[config.mk]
export PLATFORM = sky130hd
export DESIGN_NAME = hamming_score_accumulator_flat
export DESIGN_NICKNAME = d
export VERILOG_FILES = /design/src/rtl/hamming_score_if.sv /design/src/rtl/hamming_score_accumulator.sv /design/src/flat_wrapper.sv
export SDC_FILE = /design/constraint.sdc
export NUM_CORES = 1
export LEC_CHECK = 0
export BUFFER_PORTS_ARGS = -buffer_cell sky130_fd_sc_hd__buf_2
export CAP_MARGIN = 5
export CORE_AREA = 2 2 44 46
export CTS_CLUSTER_DIAMETER = 100
export CTS_CLUSTER_SIZE = 24
export DETAILED_ROUTE_END_ITERATION = 10
export DIE_AREA = 0 0 46 48
export GPL_TIMING_DRIVEN = 0
export PLACE_DENSITY = 0.65
export SLEW_MARGIN = 5
export SYNTH_ARGS = -nofsm -noshare
export SYNTH_HDL_FRONTEND = slang
export SYNTH_SLANG_ARGS = --single-unit
[constraint.sdc]
create_clock -name clk -period 3.3 [get_ports clk]
set_clock_uncertainty 0.1 [all_clocks]
set_input_delay 0.66 -clock clk [delete_from_list [all_inputs] [get_ports clk]]
set_output_delay 0.66 -clock clk [all_outputs]
set_load 0.02 [all_outputs]
[src/rtl/hamming_score_if.sv]
// Handshake bundle between the score driver and the hamming_score_accumulator.
interface hamming_score_if #(
    parameter int unsigned SUM_W = 6,
    parameter int unsigned CNT_W = 3
);
    logic             start;
    logic             hb_valid;
    logic [2:0]       hb;
    logic             busy;
    logic             done;
    logic [SUM_W-1:0] sum;
    logic             match;
    logic [2:0]       best;
    logic [CNT_W-1:0] best_idx;

    modport master (
        output start, hb_valid, hb,
        input  busy, done, sum, match, best, best_idx
    );

    modport slave (
        input  start, hb_valid, hb,
        output busy, done, sum, match, best, best_idx
    );
endinterface

[src/rtl/hamming_score_accumulator.sv]
// Sums FRAME_LEN similarity scores per frame and flags a match when the total reaches THRESH.
// Define HAMMING_BEST_EN to also track the frame's max score and the index of its first occurrence.
module hamming_score_accumulator #(
    parameter int unsigned FRAME_LEN = 8,
    parameter int unsigned THRESH    = 24,
    parameter int unsigned SUM_W     = 6,
    parameter int unsigned CNT_W     = 3
) (
    input  logic                  clk,
    input  logic                  rst,
    hamming_score_if.slave        bus
);

    typedef enum logic [1:0] {StIdle, StAccum, StDone} state_e;

    localparam logic [SUM_W-1:0] ThreshW = SUM_W'(THRESH);
    localparam logic [CNT_W-1:0] LastCnt = CNT_W'(FRAME_LEN - 1);

    state_e           state_q, state_d;
    logic [SUM_W-1:0] sum_q, sum_d;
    logic [CNT_W-1:0] cnt_q, cnt_d;
    logic             match_q, match_d;

    logic [2:0]       sat;
    logic [SUM_W-1:0] sum_inc;
    logic             frame_start;
    logic             accept;

    // Illegal codes 5..7 clamp to the maximum legal score.
    assign sat         = (bus.hb > 3'd4) ? 3'd4 : bus.hb;
    assign sum_inc     = sum_q + SUM_W'(sat);
    assign frame_start = (state_q == StIdle) && bus.start;
    assign accept      = (state_q == StAccum) && bus.hb_valid;

    always_comb begin
        state_d = state_q;
        sum_d   = sum_q;
        cnt_d   = cnt_q;
        match_d = match_q;
        unique case (state_q)
            StIdle: begin
                if (bus.start) begin
                    state_d = StAccum;
                    sum_d   = '0;
                    cnt_d   = '0;
                    match_d = 1'b0;
                end
            end
            StAccum: begin
                if (bus.hb_valid) begin
                    sum_d = sum_inc;
                    if (cnt_q == LastCnt) begin
                        state_d = StDone;
                        cnt_d   = '0;
                        match_d = (sum_inc >= ThreshW);
                    end else begin
                        cnt_d = cnt_q + 1'b1;
                    end
                end
            end
            StDone:  state_d = StIdle;
            default: state_d = StIdle;
        endcase
    end

    always_ff @(posedge clk) begin
        if (rst) begin
            state_q <= StIdle;
            sum_q   <= '0;
            cnt_q   <= '0;
            match_q <= 1'b0;
        end else begin
            state_q <= state_d;
            sum_q   <= sum_d;
            cnt_q   <= cnt_d;
            match_q <= match_d;
        end
    end

    assign bus.busy  = (state_q == StAccum);
    assign bus.done  = (state_q == StDone);
    assign bus.sum   = sum_q;
    assign bus.match = match_q;

`ifdef HAMMING_BEST_EN
    logic [2:0]       best_q, best_d;
    logic [CNT_W-1:0] best_idx_q, best_idx_d;

    // Strict greater-than keeps the index of the first occurrence on ties.
    always_comb begin
        best_d     = best_q;
        best_idx_d = best_idx_q;
        if (frame_start) begin
            best_d     = '0;
            best_idx_d = '0;
        end else if (accept && (sat > best_q)) begin
            best_d     = sat;
            best_idx_d = cnt_q;
        end
    end

    always_ff @(posedge clk) begin
        if (rst) begin
            best_q     <= '0;
            best_idx_q <= '0;
        end else begin
            best_q     <= best_d;
            best_idx_q <= best_idx_d;
        end
    end

    assign bus.best     = best_q;
    assign bus.best_idx = best_idx_q;
`else
    assign bus.best     = '0;
    assign bus.best_idx = '0;
`endif

endmodule

[src/flat_wrapper.sv]
// flat-port wrapper written by rule: the top's interface ports become plain ports
module hamming_score_accumulator_flat 
#(
    parameter int unsigned FRAME_LEN = 8,
    parameter int unsigned THRESH    = 24,
    parameter int unsigned SUM_W     = 6,
    parameter int unsigned CNT_W     = 3
)
  (clk, rst, bus_start, bus_hb_valid, bus_hb, bus_busy, bus_done, bus_sum, bus_match, bus_best, bus_best_idx);
  hamming_score_if #(.SUM_W(SUM_W), .CNT_W(CNT_W)) bus_i ();
  input  logic clk;
  input  logic rst;
  input wire logic [$bits(bus_i.start)-1:0] bus_start;
  input wire logic [$bits(bus_i.hb_valid)-1:0] bus_hb_valid;
  input wire logic [$bits(bus_i.hb)-1:0] bus_hb;
  output wire logic [$bits(bus_i.busy)-1:0] bus_busy;
  output wire logic [$bits(bus_i.done)-1:0] bus_done;
  output wire logic [$bits(bus_i.sum)-1:0] bus_sum;
  output wire logic [$bits(bus_i.match)-1:0] bus_match;
  output wire logic [$bits(bus_i.best)-1:0] bus_best;
  output wire logic [$bits(bus_i.best_idx)-1:0] bus_best_idx;
  assign bus_i.start = bus_start;
  assign bus_i.hb_valid = bus_hb_valid;
  assign bus_i.hb = bus_hb;
  assign bus_busy = bus_i.busy;
  assign bus_done = bus_i.done;
  assign bus_sum = bus_i.sum;
  assign bus_match = bus_i.match;
  assign bus_best = bus_i.best;
  assign bus_best_idx = bus_i.best_idx;
  hamming_score_accumulator #(.FRAME_LEN(FRAME_LEN), .THRESH(THRESH), .SUM_W(SUM_W), .CNT_W(CNT_W)) u_core (.clk(clk), .rst(rst), .bus(bus_i));
endmodule
======== Yosys cells after proc, flatten, opt, wreduce, memory -nomap -nowiden ========
Index checks and enable logic that the tools add are counted.
storage, ports and cells
  input port bits ......................... 7
  register bits ........................... 12
  output and inout bits ................... 15
operators by class
  multiplexer cells ....................... 16
  eq/ne operators ......................... 6
  reductions and logical operators ........ 5
  order comparisons ....................... 2
  $add $sub $neg .......................... 2
operators with widths
  cell                 count
  $mux 3               4
  $mux 6               2
  $pmux 6 s2           1
  $add 6x3->6          1
  $ge 6x5->1 const B   1
  $mux 2               3
  $pmux 3 s2           1
  $reduce_and 3->1     2
  $ne 2x2->1 const B   2
  $pmux 2 s2           1
  $reduce_and 4->1     1
  $add 3x1->3 const B  1
  $eq 3x3->1 const B   1
  $gt 3x3->1 const B   1
  $mux 1               3
  $eq 2x1->1 const B   1
  $eq 2x2->1 const B   1
  $logic_not 2->1      1
  $ne 2x1->1 const B   1
  $pmux 1 s2           1
  $reduce_bool 2->1    1

======== Depth between registers and ports, before layout ========
Gate-level depths: netlist (run 1).
  depth in word-level cells ............... 7
  depth in mapped cells ................... 9

======== Least setup slack after synthesis (run 1) ========
No wires, ideal clock.
  kind .................................... in2reg
  from .................................... input port bus_hb[0]
  to ...................................... register u_core.sum_q[4], in the netlist u_core.bus.sum[4]
  arrival time ............................ 1.912 ns
  buffers on the path ..................... 0
  required time ........................... 3.072 ns
  library setup time ...................... 0.128 ns
  stages .................................. 9
  slack ................................... 1.160 ns
  path through ............................ nor2b_1 ha_1 inv_1 fa_1 nor2b_1 o21ai_0 xnor2_1 a22oi_1 nor2_1
on the way
  longest elaborated chain between the ends .. 5
RTL lines
  what                  line                             RTL
  from (decl)           flat_wrapper.sv:15               input wire logic [$bits(bus_i.hb)-1:0] bus_hb;
  $gt 3x3->1            hamming_score_accumulator.sv:30  assign sat = (bus.hb > 3'd4) ? 3'd4 : bus.hb;
  $mux 3 (*)            hamming_score_accumulator.sv:30
  $add 6x3->6 (*)       hamming_score_accumulator.sv:31  assign sum_inc = sum_q + SUM_W'(sat);
  $mux 6 (*)            hamming_score_accumulator.sv:50  if (bus.hb_valid) begin
  $pmux 6 s2 (*)        hamming_score_accumulator.sv:40  unique case (state_q)
  to (signal assigned)  hamming_score_accumulator.sv:74  sum_q <= sum_d;
  to (decl)             hamming_score_accumulator.sv:20  logic [SUM_W-1:0] sum_q, sum_d;
Mark *: on every way between the ends. The rest lies on a longest branch, timed or not. The select of a mux whose other input is x is not followed.
A chain may end at the register's enable or synchronous reset.

======== Final worst setup path (run 1) ========
  from .................................... input port bus_hb[2]
  to ...................................... register u_core.match_q, in the netlist u_core.bus.match
on the way
  longest elaborated chain between the ends .. 7
RTL lines
  what                  line                             RTL
  $gt 3x3->1            hamming_score_accumulator.sv:30
  $mux 3 (*)            hamming_score_accumulator.sv:30
  $add 6x3->6 (*)       hamming_score_accumulator.sv:31
  $ge 6x5->1 (*)        hamming_score_accumulator.sv:55  match_d = (sum_inc >= ThreshW);
  $mux 1 (*)            hamming_score_accumulator.sv:52  if (cnt_q == LastCnt) begin
  $mux 1 (*)            hamming_score_accumulator.sv:50
  $pmux 1 s2 (*)        hamming_score_accumulator.sv:40
  to (signal assigned)  hamming_score_accumulator.sv:76  match_q <= match_d;
  to (decl)             hamming_score_accumulator.sv:22  logic match_q, match_d;
Marks and branches as above.

==> results of run 1 <==
worst reg2reg max path: cells and delay by family (launching register included):
family                   cells  cell delay, ns
AO/OA/AOI/OAI                3            0.34
flip-flops                   1            0.35
XOR/XNOR                     1            0.21
buffers and inverters        1            0.06
AND/OR/NAND/NOR              1            0.11
adder cells (fa/ha/maj)      2            0.58
routing by layer:
metal  vias to the layer above  GRT usage  share of wire
met5                         -          0              0
met4                         0      0.103          0.029
met3                         4     0.0566          0.068
met2                        18      0.217           0.40
met1                       253      0.184           0.50
li1                        320          -              -
where the power goes:
part | switching, mW | internal (mW)
combinational | 0.0299 | 0.0198
clock | 0.0486 | 0.0423
sequential | 0.00260 | 0.148
layout by cell type, fill, tap and decap left out, types with 2 or more instances in the layout:
cell | Yosys | layout
a21oi_1 | 5 | 5
nand3_1 | 2 | 2
o21ai_0 | 3 | 3
dfxtp_1 | 12 | 12
nor3_1 | 2 | 2
buf_4 | 6 | 6
xnor2_1 | 2 | 2
nor2_1 | 13 | 13
buf_2 | 1 | 16
clkbuf_4 | 0 | 3
nor2b_1 | 3 | 3
nand2_1 | 4 | 4
inv_1 | 6 | 6
conb_1 | 1 | 6
a22oi_1 | 5 | 5
xor2_1 | 2 | 2
o21ai_1 | 2 | 2
ha_1 | 5 | 5
area by class of cell:
class	instances	area [um2]
plain buffers	8	53.8
clock buffers	3	22.5
fillers	175	840
inverters	6	22.5
multi-input cells	64	414
flip-flops and latches	12	240
well taps	17	21.3
repair buffers	15	75.1
flip-flops by register name, summed over array words and instances, names as in the netlist:
register and count:
u_core.state_q 2, u_core.bus.match 1, u_core.bus.sum 6, u_core.cnt_q 3
final timing paths:
kind,startpoint,depth (start not counted),slack (ns),to
worst max register to register,u_core.bus.sum[0],8,1.49,u_core.bus.match
worst min register to register,u_core.cnt_q[1],2,0.36,u_core.cnt_q[1]
worst min-delay path,u_core.cnt_q[1],2,0.36,u_core.cnt_q[1]
worst max-delay path,bus_hb[2],10,1.23,u_core.bus.match
kinds of logic after synthesis:
family / count (synthesis)
adders and majority gates: 6
and+or+nand+nor: 31
other: 1
muxes: 1
DFF: 12
buffers and inverters: 14
AOI/OAI and AO/OA: 16
xor gates and xnor gates: 4
==> flow_summary.json, run 1 <==
{
  "outcome": "finished clean",
  "ys_types": 28,
  "power.density_nw_per_um2": 342,
  "required_ns": 3.40,
  "path_delay_family": "adder cells",
  "globalRouteOverflowTotal": 0,
  "gp_congestion": 0.757,
  "worst_hold_slack_ns": 0.365,
  "root_buffer": "clkbuf_4",
  "synth_mux_area_frac": 0.0141,
  "path_buf_inv": 2,
  "synth_compound_area_frac": 0.134,
  "cpMaxStageDelayCell": "fa_1",
  "initial_core_util": 0.421,
  "synth_edf_count": 0,
  "synth_area_leader_cell": "dfxtp_1",
  "synth_common_cells": "nor2_1, dfxtp_1, buf_4, inv_1",
  "grt_pass1_wl_um": 2210,
  "drv_slew": 0,
  "rsz0062_at_grt": "false",
  "drt_iter0_drc": 6,
  "post-cts-setup-buffers": 0,
  "viasPerCell": 4.76,
  "synthAdderAreaFrac": 0.116,
  "clock-sinks": 12,
  "yosys.area_share.simple": 0.237,
  "chipWidth_um": 46,
  "timing.setup.tns_ns": 0,
  "period_needed_ns": 2.07,
  "drc": 0,
  "finalCritPeriodShare": 0.628,
  "worstSetupStartpointType": "input port",
  "fmax_mhz": 483,
  "path_clk_slew_ns": 0.07,
  "place_area_um2": 827,
  "yosysTopAreaCellShare": 0.337,
  "critPathMaxFanout": 3,
  "nNetsFinal": 123,
  "ir_drop_uv": 213,
  "io_buffers": 15,
  "synth-xor-area-share": 0.0492,
  "ant_nets": 0,
  "syn2layout_area_growth_pct": 19.3,
  "fin_util": 0.503,
  "synth_area_per_cell_um2": 8.38,
  "drt-total-wl_um": 1380,
  "dieArea_um2": 2210,
  "grt_pass1_vias": 528,
  "synth.cell_area_um2": 712,
  "drive_gt1_frac": 0.250,
  "ys_top_cells_by_area": "dfxtp_1, ha_1, nor2_1",
  "grt_start_max_net_pins": 11,
  "cp_cell_sequence": "buf_2 > nor2b_1 > ha_1 > inv_1 > fa_1 > nor2b_1 > o21ai_0 > xnor2_1 > a21oi_1 > o21ai_1",
  "setup_ws_ns": 1.23,
  "num_io_pins": 22,
  "setup_violations": 0,
  "dpl_worst_slack_ns": 0.936,
  "crit_type": "input port to register",
  "cts-buffers-inserted": 3,
  "h-tree-depth": 1,
  "num_vias": 595,
  "synth-seq-area-share": 0.337,
  "min_path_type": "register to register",
  "hpwl_um": 1040,
  "synth_top_family_by_area": "simple AND/OR/NAND/NOR gates",
  "cp_common_cell": "nor2b_1",
  "wire_per_inst_um": 11.0,
  "yosys_warnings": 0,
  "tritoncts": "built",
  "synth_top_flop_cell": "dfxtp_1",
  "cts_resized": 0,
  "core_um2": 1690,
  "fp.dieH_um": 48,
  "cellLeakagePower_nw": 0.422,
  "track_usage": 0.150,
  "slowest_delay_ns": 0.40,
  "arrival_ns": 2.18,
  "yosysMostFrequentCell": "nor2_1",
  "diodes": 0,
  "placedCellCount": 122,
  "synthCells": 85,
  "maxCapViolCount": 0,
  "clockBufferDepth": 2,
  "first_pass_iters": 4,
  "synthArstFlopShare": 0,
  "hold_buffers": 0,
  "end_kind": "register",
  "row_count": 15,
  "ys_seq_elements": 12,
  "finalPower_uw": 291,
  "hold_violations": 0,
  "antenna_found_initial": 0,
  "fin_area_um2": 850,
  "clk_latency_ns": 0.27,
  "fin_cells": 125
}
Note: power is estimated with default switching activity, not from simulation.
==> run 2: changes to the inputs <==
--- a/config.mk
+++ b/config.mk
@@ -13,7 +13,7 @@
 export DETAILED_ROUTE_END_ITERATION = 10
 export DIE_AREA = 0 0 46 48
 export GPL_TIMING_DRIVEN = 0
-export PLACE_DENSITY = 0.65
+export PLACE_DENSITY = 0.67
 export SLEW_MARGIN = 5
 export SYNTH_ARGS = -nofsm -noshare
 export SYNTH_HDL_FRONTEND = slang
==> constraint.sdc (replaced) <==
create_clock -name clk -period 1.75 [get_ports clk]
set_clock_uncertainty 0.1 [all_clocks]
set_input_delay 0.35 -clock clk [delete_from_list [all_inputs] [get_ports clk]]
set_output_delay 0.35 -clock clk [all_outputs]
set_load 0.02 [all_outputs]
==> run 2 against run 1 <==
Against the previous run:
- via count up 2.5%
- first-iteration DRC count up 17%
- global-route usage down 0.56 points
- sequential power up 89%
- worst setup slack worse by 1.2 ns
- sequential cell count unchanged
- power up 110%
- highest routed layer unchanged
- critical path type unchanged
- final area up 7.4%
- clock-buffer cell count up 1
==> flow_summary.json, run 2 (synthesized netlist as in run 1, its figures left out) <==
{
  "fin_util": 0.540,
  "slowest_delay_ns": 0.31,
  "drive_gt1_frac": 0.345,
  "setup_violations": 0,
  "rsz0062_at_grt": "true",
  "initial_core_util": 0.421,
  "internal_power_uw": 444,
  "maxCapViolCount": 0,
  "row_count": 15,
  "reg2reg_slack_ns": 0.02,
  "hold_violations": 0,
  "multiInputGateArea_um2": 450,
  "clk_latency_ns": 0.27,
  "drv_slew": 0,
  "cp_cell_sequence": "buf_2 > nand2b_1 > inv_1 > ha_1 > a211oi_1 > nor2_1 > xor2_1 > a21oi_1 > o21ai_1",
  "end_kind": "register",
  "p_seq_frac": 0.474,
  "outcome": "finished clean",
  "h-tree-depth": 1,
  "viasPerCell": 4.80,
  "fmax_mhz": 574,
  "grt_pass1_vias": 581,
  "setup_ws_ns": 0.00933,
  "clockBufferDepth": 2,
  "r2r-start": "u_core.bus.sum[0]",
  "dieArea_um2": 2210,
  "syn2layout_area_growth_pct": 28.1,
  "sw_frac_of_total": 0.256,
  "power.density_nw_per_um2": 654,
  "crit_type": "input port to register",
  "hpwl_um": 1060,
  "worstSetupStartpointType": "input port",
  "tritoncts": "built",
  "diodes": 0,
  "hold_buffers": 0,
  "fp.dieH_um": 48,
  "cellLeakagePower_nw": 0.448,
  "min_path_type": "input port to register",
  "path_delay_family": "compound AO/OA/AOI/OAI gates",
  "antenna_found_initial": 0,
  "cp-startpoint": "bus_hb[2]",
  "core_um2": 1690,
  "chipWidth_um": 46,
  "path_clk_slew_ns": 0.07,
  "layout_commonest_cell": "buf_2",
  "final_cell_mix": "buf_2, nor2_1, dfxtp_1",
  "regArea_um2": 245,
  "globalRouteOverflowTotal": 0,
  "ir_drop_uv": 427,
  "ant_nets": 0,
  "io_buffers": 15,
  "holdCritStartpoint": "rst",
  "finalCritPeriodShare": 0.995,
  "grt_pass1_wl_um": 2190,
  "cts-buffers-inserted": 3,
  "fillers": 162,
  "drt_iter0_drc": 7,
  "gp_congestion": 0.731,
  "clock-sinks": 12,
  "dpl_worst_slack_ns": -0.278,
  "first_pass_iters": 4,
  "wire_per_inst_um": 10.4,
  "largest_register_ffs": 6,
  "power_frac_comb": 0.163,
  "critPathMaxFanout": 3,
  "nNetsFinal": 124,
  "arrival_ns": 1.80,
  "num_vias": 610,
  "period_needed_ns": 1.74,
  "power.net_switching_uw": 153,
  "pwr-share-clk": 0.363,
  "path_buf_inv": 2,
  "drc": 0,
  "drt-total-wl_um": 1330,
  "num_io_pins": 22,
  "root_buffer": "clkbuf_4",
  "track_usage": 0.144,
  "required_ns": 1.81,
  "cpMaxStageDelayCell": "a211oi_1",
  "grt_start_max_net_pins": 11
}
run 2: cell type report:
type,count,share of cell area
inverters,6,0.0247
flip-flops and latches,12,0.269
plain buffers,8,0.0590
multi-input cells,64,0.494
clock buffers,4,0.0398
repair buffers,16,0.0905
well taps,17,0.0233
run 2: worst reg2reg max path, cell delays in order (launching register included):
cell	delay, ns
dfxtp_4	0.36
ha_4	0.13
inv_2	0.04
fa_2	0.39
nor2b_2	0.13
o21ai_2	0.08
xnor2_2	0.15
a21oi_1	0.17
o21ai_1	0.09
run 2: final timing paths:
check,to,depth (start not counted)
worst min register to register,u_core.cnt_q[1],2
worst max-delay path,u_core.bus.match,9
worst max register to register,u_core.bus.match,8
worst min-delay path,u_core.state_q[1],2
run 2: power by group through the flow:
stage                     logic [mW]  clock network (mW)  registers [mW]
final                         0.0971               0.216           0.283
after global routing           0.107               0.235           0.284
after CTS                     0.0937               0.226           0.284
after detailed placement      0.0933                   0           0.290
after global placement        0.0928                   0           0.289
after floorplan               0.0690                   0           0.291
run 2: stage by stage:
| step | cell area (um2) | instances | setup TNS (ns) | total power, mW | hold slack [ns] |
|---|---|---|---|---|---|
| global placement | 833 | 122 | -0.715 | 0.382 | 0.348 |
| global route | 912 | 127 | -0.170 | 0.626 | 0.196 |
| CTS | 870 | 126 | 0 | 0.603 | 0.184 |
| detailed placement | 833 | 122 | -0.846 | 0.383 | 0.361 |
| finish | 912 | 127 | 0 | 0.596 | 0.192 |
| floorplan | 737 | 90 | -0.0180 | 0.360 | 0.325 |
run 2: repair_timing:
item,4_1_cts,5_1_grt
setup endpoints to repair,0,4
resized for setup,0,9
buffers inserted,0,1
run 2: routing by layer:
| metal | track usage | up-vias | share of wire |
|---|---|---|---|
| met4 | 0.0686 | 0 | 0.016 |
| li1 | - | 320 | - |
| met3 | 0.0679 | 2 | 0.058 |
| met1 | 0.161 | 276 | 0.45 |
| met5 | 0 | - | 0 |
| met2 | 0.233 | 12 | 0.48 |
==> run 3: changes to the inputs <==
==> constraint.sdc (replaced) <==
create_clock -name clk -period 1.75 [get_ports clk]
set_clock_uncertainty 0.1 [all_clocks]
set_input_delay 0.175 -clock clk [delete_from_list [all_inputs] [get_ports clk]]
set_output_delay 0.175 -clock clk [all_outputs]
set_load 0.02 [all_outputs]
==> run 3 against run 2 <==
Against the previous run:
- sequential power barely moved
- final cell count did not move
- sequential share of layout area grew 0.41 points
- power up 2.8%
- sequential cell count is the same
- via count increased by 3.6%
- combinational power is 2% higher
- critical endpoint unchanged
- largest cell class unchanged
- largest power group unchanged
==> flow_summary.json, run 3 (synthesized netlist as in run 1, its figures left out) <==
{
  "outcome": "finished clean",
  "globalRouteOverflowTotal": 0,
  "timing.setup.tns_ns": 0,
  "power.density_nw_per_um2": 682,
  "ir_drop_uv": 341,
  "largest_register_ffs": 6,
  "min_path_type": "input port to register",
  "viasPerCell": 4.98,
  "worstSetupStartpointType": "register",
  "drc": 0,
  "io_buffers": 15,
  "end_kind": "register",
  "initial_core_util": 0.421,
  "dpl_worst_slack_ns": -0.103,
  "path_clk_slew_ns": 0.09,
  "nNetsFinal": 124,
  "fp.dieH_um": 48,
  "first_pass_iters": 2,
  "reg2reg_depth": 8,
  "worstHoldPathCells": 3,
  "reg2reg_slack_ns": 0.06,
  "drt_iter0_drc": 4,
  "p_seq_frac": 0.460,
  "clk_latency_ns": 0.28,
  "hold_path_end": "u_core.state_q[0]",
  "required_ns": 1.82,
  "pwr-share-clk": 0.379,
  "grt_pass1_wl_um": 2460,
  "diodes": 0,
  "placedCellCount": 122,
  "wire_per_inst_um": 11.4,
  "tritoncts": "built",
  "h-tree-depth": 1,
  "track_usage": 0.162,
  "gp_congestion": 0.748,
  "syn2layout_area_growth_pct": 26.2,
  "arrival_ns": 1.77,
  "power.net_switching_uw": 169,
  "place_area_um2": 832,
  "drv_slew": 0,
  "drive_gt1_frac": 0.309,
  "core_um2": 1690,
  "cellLeakagePower_nw": 0.435,
  "grt_start_max_net_pins": 11,
  "layout_commonest_cell": "buf_2",
  "num_io_pins": 22,
  "holdCritStartpoint": "bus_start",
  "rsz0062_at_grt": "true",
  "row_count": 15,
  "fin_cells": 127,
  "worst_hold_slack_ns": 0.111,
  "r2r-start": "u_core.bus.sum[0]",
  "worstReg2RegEnd": "u_core.bus.match",
  "maxCapViolCount": 0,
  "sw_frac_of_total": 0.276,
  "period_needed_ns": 1.69,
  "grt_pass1_vias": 603,
  "dieArea_um2": 2210,
  "hold_violations": 0,
  "clock-sinks": 12,
  "drt-total-wl_um": 1440,
  "hpwl_um": 1080,
  "critPathMaxFanout": 3,
  "setup_ws_ns": 0.0564,
  "num_vias": 632,
  "chipWidth_um": 46,
  "cts-buffers-inserted": 3,
  "setup_violations": 0,
  "internal_power_uw": 444,
  "fmax_mhz": 590,
  "clockBufferDepth": 2,
  "antenna_found_initial": 0,
  "power_frac_comb": 0.161,
  "ant_nets": 0,
  "root_buffer": "clkbuf_4",
  "crit_type": "register to register",
  "post-cts-setup-buffers": 0,
  "final_cell_mix": "buf_2, nor2_1, dfxtp_1",
  "finalCritPeriodShare": 0.968,
  "fin_area_um2": 898
}
-- run 3: cell count changes in the layout (fill, tap and decap cells not counted), sizes merged --
cell         delta
dlygate4sd3     +1
buf             -1
-- run 3: worst max-delay path: stages (launching register included) --
cell and delay [ns]:
dfxtp_4 0.37, ha_4 0.14, inv_2 0.04, fa_2 0.34
nor2b_1 0.12, o21ai_1 0.08, xnor2_1 0.16, a21oi_1 0.17
o21ai_1 0.07
-- run 3: layout make-up --
type,count,area (um2)
clock buffers,4,36.3
fillers,165,791
inverters,6,22.5
plain buffers,8,53.8
well taps,17,21.3
multi-input cells,64,434
repair buffers,16,85.1
flip-flops and latches,12,245
-- run 3: layer usage --
| layer | vias up | GRT usage | share of wire |
|---|---|---|---|
| met5 | - | 0 | 0 |
| met4 | 0 | 0.0914 | 0.028 |
| li1 | 324 | - | - |
| met2 | 23 | 0.275 | 0.46 |
| met3 | 6 | 0.0566 | 0.060 |
| met1 | 279 | 0.176 | 0.45 |
-- run 3: timing repair --
action                                 4_1_cts  5_1_grt
pin swaps                                    2        3
hold buffers                                 1        0
gates resized for setup                      2        4
setup endpoints to repair                    2        3
endpoints found under the hold margin        1        0
-- run 3: power groups by stage --
stage	Sequential, mW	Clock [mW]	Combinational [mW]
finish	0.282	0.232	0.0986
global placement	0.288	0	0.0920
global route	0.283	0.253	0.111
CTS	0.282	0.238	0.0966
floorplan	0.290	0	0.0686
detailed placement	0.288	0	0.0943
-- run 3: how the worst max path moves through the flow --
| stage | cells past startpoint | start | endpoint | slack, ns |
|---|---|---|---|---|
| after CTS | 8 | u_core.bus.sum[0] | u_core.bus.match | 0.006 |
| after floorplan | 8 | u_core.bus.sum[0] | u_core.bus.sum[4] | 0.01 |
| after global placement | 10 | bus_hb[2] | u_core.bus.match | -0.09 |
| after global routing | 8 | u_core.bus.sum[0] | u_core.bus.match | -0.04 |
| after detailed placement | 10 | bus_hb[2] | u_core.bus.match | -0.10 |
| final | 8 | u_core.bus.sum[0] | u_core.bus.match | 0.06 |
-- run 3: through the flow --
stage	total power, mW	utilization
3_3_place_gp	0.380	0.493
2_1_floorplan	0.359	-
4_1_cts	0.616	0.521
6_report	0.613	0.532
3_5_place_dp	0.383	0.493
5_1_grt	0.647	0.532
